===== src/rtl/dvp_pixel_assembler.sv =====
// DVP byte-to-pixel assembler with frame/line tracking and coordinates.
// Single pclk domain; synchronous active-high reset.
module dvp_pixel_assembler #(
    parameter int IN_WIDTH    = 8,
    parameter int MAX_BYTES   = 3,
    parameter int COORD_WIDTH = 11
) (
    input  logic                          pclk,
    input  logic                          reset,
    input  logic                          enable,
    input  logic                          capture_mode,
    input  logic [1:0]                    bytes_per_pixel,
    input  logic                          byte_swap,
    input  logic                          vsynch,
    input  logic                          href,
    input  logic [IN_WIDTH-1:0]           input_8_bit,
    output logic [IN_WIDTH*MAX_BYTES-1:0] pixel_out,
    output logic                          pixel_valid,
    output logic [COORD_WIDTH-1:0]        pixel_x,
    output logic [COORD_WIDTH-1:0]        pixel_y,
    output logic                          line_end,
    output logic                          frame_start,
    output logic                          frame_end,
    output logic                          image_frame_active,
    output logic [7:0]                    frame_count,
    output logic                          line_error
);

    localparam int PW = IN_WIDTH * MAX_BYTES;
    localparam logic [1:0] MAXB = 2'(MAX_BYTES);

    typedef enum logic [1:0] {
        IDLE   = 2'd0,
        SYNC   = 2'd1,
        ACTIVE = 2'd2,
        DONE   = 2'd3
    } state_t;

    state_t                 state;
    logic                   vsynch_d;
    logic                   href_d;
    logic [1:0]             bpp;
    logic                   swap;
    logic [1:0]             byte_idx;
    logic [PW-1:0]          acc;
    logic [PW-1:0]          acc_next;
    logic [COORD_WIDTH-1:0] x;
    logic [COORD_WIDTH-1:0] y;
    logic [COORD_WIDTH-1:0] x_inc;
    logic [COORD_WIDTH-1:0] y_inc;
    logic [1:0]             bpp_clamped;
    logic [1:0]             slot;
    logic                   last_byte;

    always_comb begin
        bpp_clamped = bytes_per_pixel;
        if (bytes_per_pixel == 2'd0) begin
            bpp_clamped = 2'd1;
        end else if (bytes_per_pixel > MAXB) begin
            bpp_clamped = MAXB;
        end
    end

    // Byte 0 lands in the top used slot unless the stream is LSB-first.
    assign slot      = swap ? byte_idx : (bpp - 2'd1 - byte_idx);
    assign last_byte = (byte_idx == bpp - 2'd1);
    assign x_inc     = (&x) ? x : x + 1'b1;
    assign y_inc     = (&y) ? y : y + 1'b1;

    // A fresh pixel starts from zero so unused upper slots stay clear.
    always_comb begin
        acc_next = (byte_idx == 2'd0) ? '0 : acc;
        for (int i = 0; i < MAX_BYTES; i++) begin
            if (slot == 2'(i)) begin
                acc_next[i*IN_WIDTH +: IN_WIDTH] = input_8_bit;
            end
        end
    end

    always_ff @(posedge pclk) begin
        if (reset) begin
            state              <= IDLE;
            vsynch_d           <= 1'b0;
            href_d             <= 1'b0;
            bpp                <= 2'd0;
            swap               <= 1'b0;
            byte_idx           <= 2'd0;
            acc                <= '0;
            x                  <= '0;
            y                  <= '0;
            pixel_out          <= '0;
            pixel_valid        <= 1'b0;
            pixel_x            <= '0;
            pixel_y            <= '0;
            line_end           <= 1'b0;
            frame_start        <= 1'b0;
            frame_end          <= 1'b0;
            image_frame_active <= 1'b0;
            frame_count        <= 8'd0;
            line_error         <= 1'b0;
        end else begin
            vsynch_d    <= vsynch;
            href_d      <= href;
            pixel_valid <= 1'b0;
            line_end    <= 1'b0;
            frame_start <= 1'b0;
            frame_end   <= 1'b0;
            if (!enable) begin
                state              <= IDLE;
                byte_idx           <= 2'd0;
                image_frame_active <= 1'b0;
            end else begin
                case (state)
                    IDLE: state <= SYNC;
                    SYNC: begin
                        if (vsynch_d && !vsynch) begin
                            state              <= ACTIVE;
                            frame_start        <= 1'b1;
                            image_frame_active <= 1'b1;
                            bpp                <= bpp_clamped;
                            swap               <= byte_swap;
                            x                  <= '0;
                            y                  <= '0;
                            byte_idx           <= 2'd0;
                            line_error         <= 1'b0;
                        end
                    end
                    ACTIVE: begin
                        if (vsynch) begin
                            frame_end          <= 1'b1;
                            frame_count        <= frame_count + 8'd1;
                            byte_idx           <= 2'd0;
                            image_frame_active <= 1'b0;
                            state <= capture_mode ? SYNC : DONE;
                        end else if (href) begin
                            acc <= acc_next;
                            if (last_byte) begin
                                pixel_out   <= acc_next;
                                pixel_valid <= 1'b1;
                                pixel_x     <= x;
                                pixel_y     <= y;
                                x           <= x_inc;
                                byte_idx    <= 2'd0;
                            end else begin
                                byte_idx <= byte_idx + 2'd1;
                            end
                        end else if (href_d) begin
                            line_end <= 1'b1;
                            x        <= '0;
                            y        <= y_inc;
                            byte_idx <= 2'd0;
                            if (byte_idx != 2'd0) begin
                                line_error <= 1'b1;
                            end
                        end
                    end
                    DONE: state <= DONE;
                    default: state <= IDLE;
                endcase
            end
        end
    end

endmodule

===== config.mk =====
export PLATFORM = sky130hd
export DESIGN_NAME = dvp_pixel_assembler
export DESIGN_NICKNAME = d
export VERILOG_FILES = /design/src/rtl/dvp_pixel_assembler.sv
export SDC_FILE = /design/constraint.sdc
export NUM_CORES = 1
export LEC_CHECK = 0
export ABC_AREA = 1
export BUFFER_PORTS_ARGS = -buffer_cell sky130_fd_sc_hd__buf_2
export CAP_MARGIN = 20
export CORE_MARGIN = 5
export CORE_UTILIZATION = 40
export CTS_BUF_LIST = sky130_fd_sc_hd__clkbuf_8
export DETAILED_ROUTE_END_ITERATION = 6
export PLACE_DENSITY_LB_ADDON = 0.15
export REMOVE_ABC_BUFFERS = 1
export SLEW_MARGIN = 20
export SYNTH_ARGS = -nofsm -noshare
export SYNTH_HDL_FRONTEND = slang
export SYNTH_SLANG_ARGS = --single-unit

===== constraint.sdc =====
create_clock -name pclk -period 3 [get_ports pclk]
set_clock_uncertainty 0.1 [all_clocks]
set_input_delay 0.9 -clock pclk [delete_from_list [all_inputs] [get_ports pclk]]
set_output_delay 0.9 -clock pclk [all_outputs]
set_load 0.05 [all_outputs]

**Word-level counts from Yosys, hierarchy flattened**

Index checks and enable logic that the tools add are counted.

- Add/subtract/negate cells: 6
- Magnitude comparators: 1
- Eq/ne operators: 17
- Multiplexer cells: 42
- Bitwise gates (word level): 5
- Reduce and logical (&&, ||, !) cells: 25

Operators by type and width:

| operator | number |
|---|---|
| 11-bit 2-to-1 mux | 10 |
| 11-bit case mux with 2 select lines | 2 |
| 24-bit 2-to-1 mux | 1 |
| 8-bit 2-to-1 mux | 3 |
| 11-bit by 1-bit adder with 11-bit output (second input constant) | 2 |
| 2-bit 2-to-1 mux | 11 |
| 11-bit AND reduction | 2 |
| 7-bit AND reduction | 3 |
| 2-bit != test (second input constant) | 7 |
| 3-bit AND reduction | 4 |
| 1-bit 2-to-1 mux | 11 |
| 5-bit OR reduction | 2 |
| 3-bit != test (second input constant) | 3 |
| 8-bit by 1-bit adder with 8-bit output (second input constant) | 1 |
| 2-bit zero test | 4 |
| 2-bit case mux with 4 select lines | 1 |
| 2-bit == test (second input constant) | 3 |
| 3-bit OR reduction | 2 |
| 1-bit inverter | 5 |
| 5-bit AND reduction | 1 |
| 2-bit by 1-bit == test with 1-bit output (second input constant) | 2 |
| 4-bit != test (second input constant) | 1 |
| 1-bit case mux with 2 select lines | 2 |
| 2-bit case mux with 2 select lines | 1 |
| 11 further kinds | 12 |

- Flip-flop bits (word level): 115
- Output and inout bits: 60

**Logic depth before layout (Yosys ltp)**

- Word-level depth: 6
- Mapped depth: 13
- Gate-level depth less buffers: 13

**Worst setup path after synthesis**

OpenSTA, ideal clock, no wires.

- Kind: in2reg
- Start: input port enable
- End: register pixel_x[0]
- Setup time: 0.120 ns
- Arrival time: 1.910 ns
- Required time: 2.780 ns
- Setup slack: 0.870 ns
- Cell stages on the path: 7
- Cell sequence: inv_1 > nor3_4 > inv_2 > nor2_4 > buf_4 > buf_4 > a21oi_1

- Longest elaborated chain between the ends: 1

RTL lines:

| item | RTL line | RTL |
|---|---|---|
| from (decl) | 10 | `input logic enable,` |
| 5-bit AND reduction (no line) | -- |  |
| to (signal assigned) | 93 | `pixel_x <= '0;` |
| to (signal assigned) | 140 | `pixel_x <= x;` |
| to (decl) | 19 | `output logic [COORD_WIDTH-1:0] pixel_x,` |

Every way passes these cells.
A chain may end at the register's enable or synchronous reset.

**Worst setup path in the final report**

- Start: register state[0]
- End: register pixel_out[8]

- Longest elaborated chain between the ends: 2

RTL lines:

| item | RTL line | RTL |
|---|---|---|
| from (decl) | 39 | `state_t state;` |
| from (signal assigned) | 134 | `state <= capture_mode ? SYNC : DONE;` |
| 2-bit == test | 113 | `case (state)` |
| 5-bit AND reduction (no line) | -- |  |
| to (signal assigned) | 138 | `pixel_out <= acc_next;` |
| to (decl) | 17 | `output logic [IN_WIDTH*MAX_BYTES-1:0] pixel_out,` |

Every way passes these cells.

==> out/results.ini <==
[placed_design]
hpwlAfterDp_um=9250
port_buffers=76
pre_cts_slack_ns=0.359
place.gp.congestion=0.826
placed_cells=1050

[synth]
yosysTopAreaCell=dfxtp_1
yosysSeqAreaShare_pct=41.9
synth.top_cells.by_area=dfxtp_1 42%, nand2_1 9.8%, inv_1 8.8%, nor2_1 8.8%, nand3_1 8.5%
synth-seq-cells=115
synth_cells=817
syn_area_um2=5490
syn_avg_cell_area_um2=6.72
yosysWarnings=0
synth_top_cell_area_share_pct=41.9
synth_cell_types=32

[power]
power.internal_mw=2.33
seqPwrFrac_pct=51.2
p_per_area_nw_per_um2=472
power_switching_mw=0.698
clkPwrFrac_pct=44.4
swShare_pct=23.1
power_mw=3.02
vdd_drop_max_v=0.000215
pwr-share-comb_pct=4.4
cellLeakagePower_nw=2.95

[setup_path]
r2r-start=state[0]
crit_required_ns=3.24
rr_endpoint=pixel_out[8]
startpoint=state[0]
worst_setup_path_start_kind=register
end_kind=register
r2r_cells=10
endpoint=pixel_out[8]
crit_fanout=17
path_class=register to register
worstPathArrival_ns=2.51
r2r_setup_slack_ns=0.73

[drt]
via_count=5112
first_iter_violations=275
top_layer=met4
wl_met2_um=5700
met1_length_um=6770
vias_per_cell=4.72
first_pass_iters=4
route.met3.wl_um=660
ant_nets=0
wl_um=13300
post-route-drc-count=0
routedWlPerCell_um=12.3

[sta]
slew_viol_final=0
grt_setup_unrepaired=no
fmax_ghz=0.441
finalCritPeriodShare_pct=75.6
setup_viol=0
tightest_slew_ns=0.497
hold_viol=0
tns_ns=0
period_minus_slack_ns=2.27
fin_ws_ns=0.731
slew_headroom_pct=66.9

[floorplan]
core_um2=13300
fp.dieH_um=127
num_rows=42
ioPinCount=77
dieArea_um2=16200
start_util_pct=41.1
dieWidth_um=127

[global_routing]
grt_first_pass_wirelength_um=22500
antenna_found_initial=0
grt_pass1_vias=4687
grt_overflow_total=0
grt_max_degree=47
grt_usage_pct=17.0

[clock_tree]
cts_sinks=115
cts_tree=done
post-cts-setup-buffers=0
clk_pin_slew_worst_paths_ns=0.07
cts_inserted_buffers=17
cts_hold_buf=0
h-tree-depth=4
clock_path_buffers=2
root_buffer=clkbuf_8
ctsResizeCount=0
clk_latency_ns=0.44

[cells_and_area]
multi_input_area_um2=2520
layout-drive-gt1-share_pct=14.2
area_delta_synth_final_pct=16.6
regArea_um2=2300
n_antenna_cell=0
fin_cells=1082
n_fill_cell=1447
nets=918

[min_path]
hold_depth=2
min_from=image_frame_active
min_path_type=register to register

[run]
maxCapViolations=0

[outcome]
status=completed

Yosys cell counts:
library cell,count
nand3_1,93
o21ai_0,43
buf_1,2
xnor2_1,1
o21ai_2,2
nand3_2,2
nor2_4,2
nand4_2,1
nor3_4,1
ha_1,8
inv_2,1
nand2_2,2
clkbuf_1,13
a21oi_1,72
buf_4,4
nand2_1,143
dfxtp_1,115
a31oi_1,1
xor2_1,1
inv_1,129
nor3_2,1
o21a_1,4
nor2_2,3
nor3_1,8
o221ai_1,1
nor4_1,1
buf_2,11
a221oi_1,1
clkinv_1,1
nand4_1,18
nor2_1,129
buf_6,3
worst min-delay path by stage:
stage,end,slack [ns]
final,image_frame_active,0.37
after global routing,frame_count[5],0.41
after CTS,y[10],0.38
after detailed placement,y[10],0.36
after global placement,y[10],0.36
after floorplan,y[10],0.34
through the flow:
stage / util, % / instance area (um2) / hold WS (ns)
floorplan: - / 5320 / 0.341
global placement: 45.2 / 6030 / 0.357
detailed placement: 45.2 / 6030 / 0.359
CTS: 48.0 / 6400 / 0.375
global route: 48.0 / 6400 / 0.407
finish: 48.0 / 6400 / 0.372
placed cells by master, fill, tap and decap left out, drive strengths merged, types with 4 or more instances in the layout:
master and n:
nand2 145, inv 138, nor2 134, dfxtp 115
nand3 95, buf 90, a21oi 72, o21ai 45
clkbuf 19, nand4 19, nor3 10, ha 8
o21a 4, clkinv 4
area by class of cell:
type | instances | share of cell area (%)
repair buffers | 90 | 7.78
well taps | 176 | 3.44
inverters | 131 | 7.68
clock buffers | 19 | 4.09
clock inverters | 13 | 1.64
multi-input cells | 538 | 39.4
flip-flops and latches | 115 | 36.0
kinds of logic after synthesis:
family,count (synthesis),synth area share (%)
simple gates,404,32.0
buf+inv,164,12.1
compound gates,124,11.8
xor+xnor,2,0.319
fa+ha+maj,8,1.82
flops,115,41.9
state kept, by name, indices dropped and copies added (netlist names):
name / count
acc: 24
pixel_out: 24
pixel_x: 11
pixel_y: 11
x: 11
y: 11
frame_count: 8
bpp: 2
byte_idx: 2
state: 2
frame_end: 1
frame_start: 1
href_d: 1
image_frame_active: 1
line_end: 1
line_error: 1
pixel_valid: 1
swap: 1
vsynch_d: 1
critical path, stage by stage, from the launching register on:
cell and delay, ns:
dfxtp_1 0.35, inv_1 0.07, ha_1 0.37, nand2_2 0.14
nor3_4 0.16, inv_2 0.07, nor2_4 0.39, buf_4 0.30
nand3_1 0.11, nand2_1 0.07, inv_1 0.03
per-layer routing:
layer | vias up | global-route usage, %
li1 | 2752 | -
met2 | 93 | 25.7
met3 | 12 | 4.26
met5 | - | 0
met4 | 0 | 6.81
met1 | 2255 | 23.5
power groups by stage:
stage / registers, mW / logic, mW / clock network [mW]
after floorplan: 1.58 / 0.0694 / 0
after global placement: 1.58 / 0.134 / 0
after detailed placement: 1.58 / 0.134 / 0
after CTS: 1.55 / 0.134 / 1.38
after global routing: 1.55 / 0.152 / 1.45
final: 1.55 / 0.134 / 1.34
Note: power is estimated with default switching activity, not from simulation.
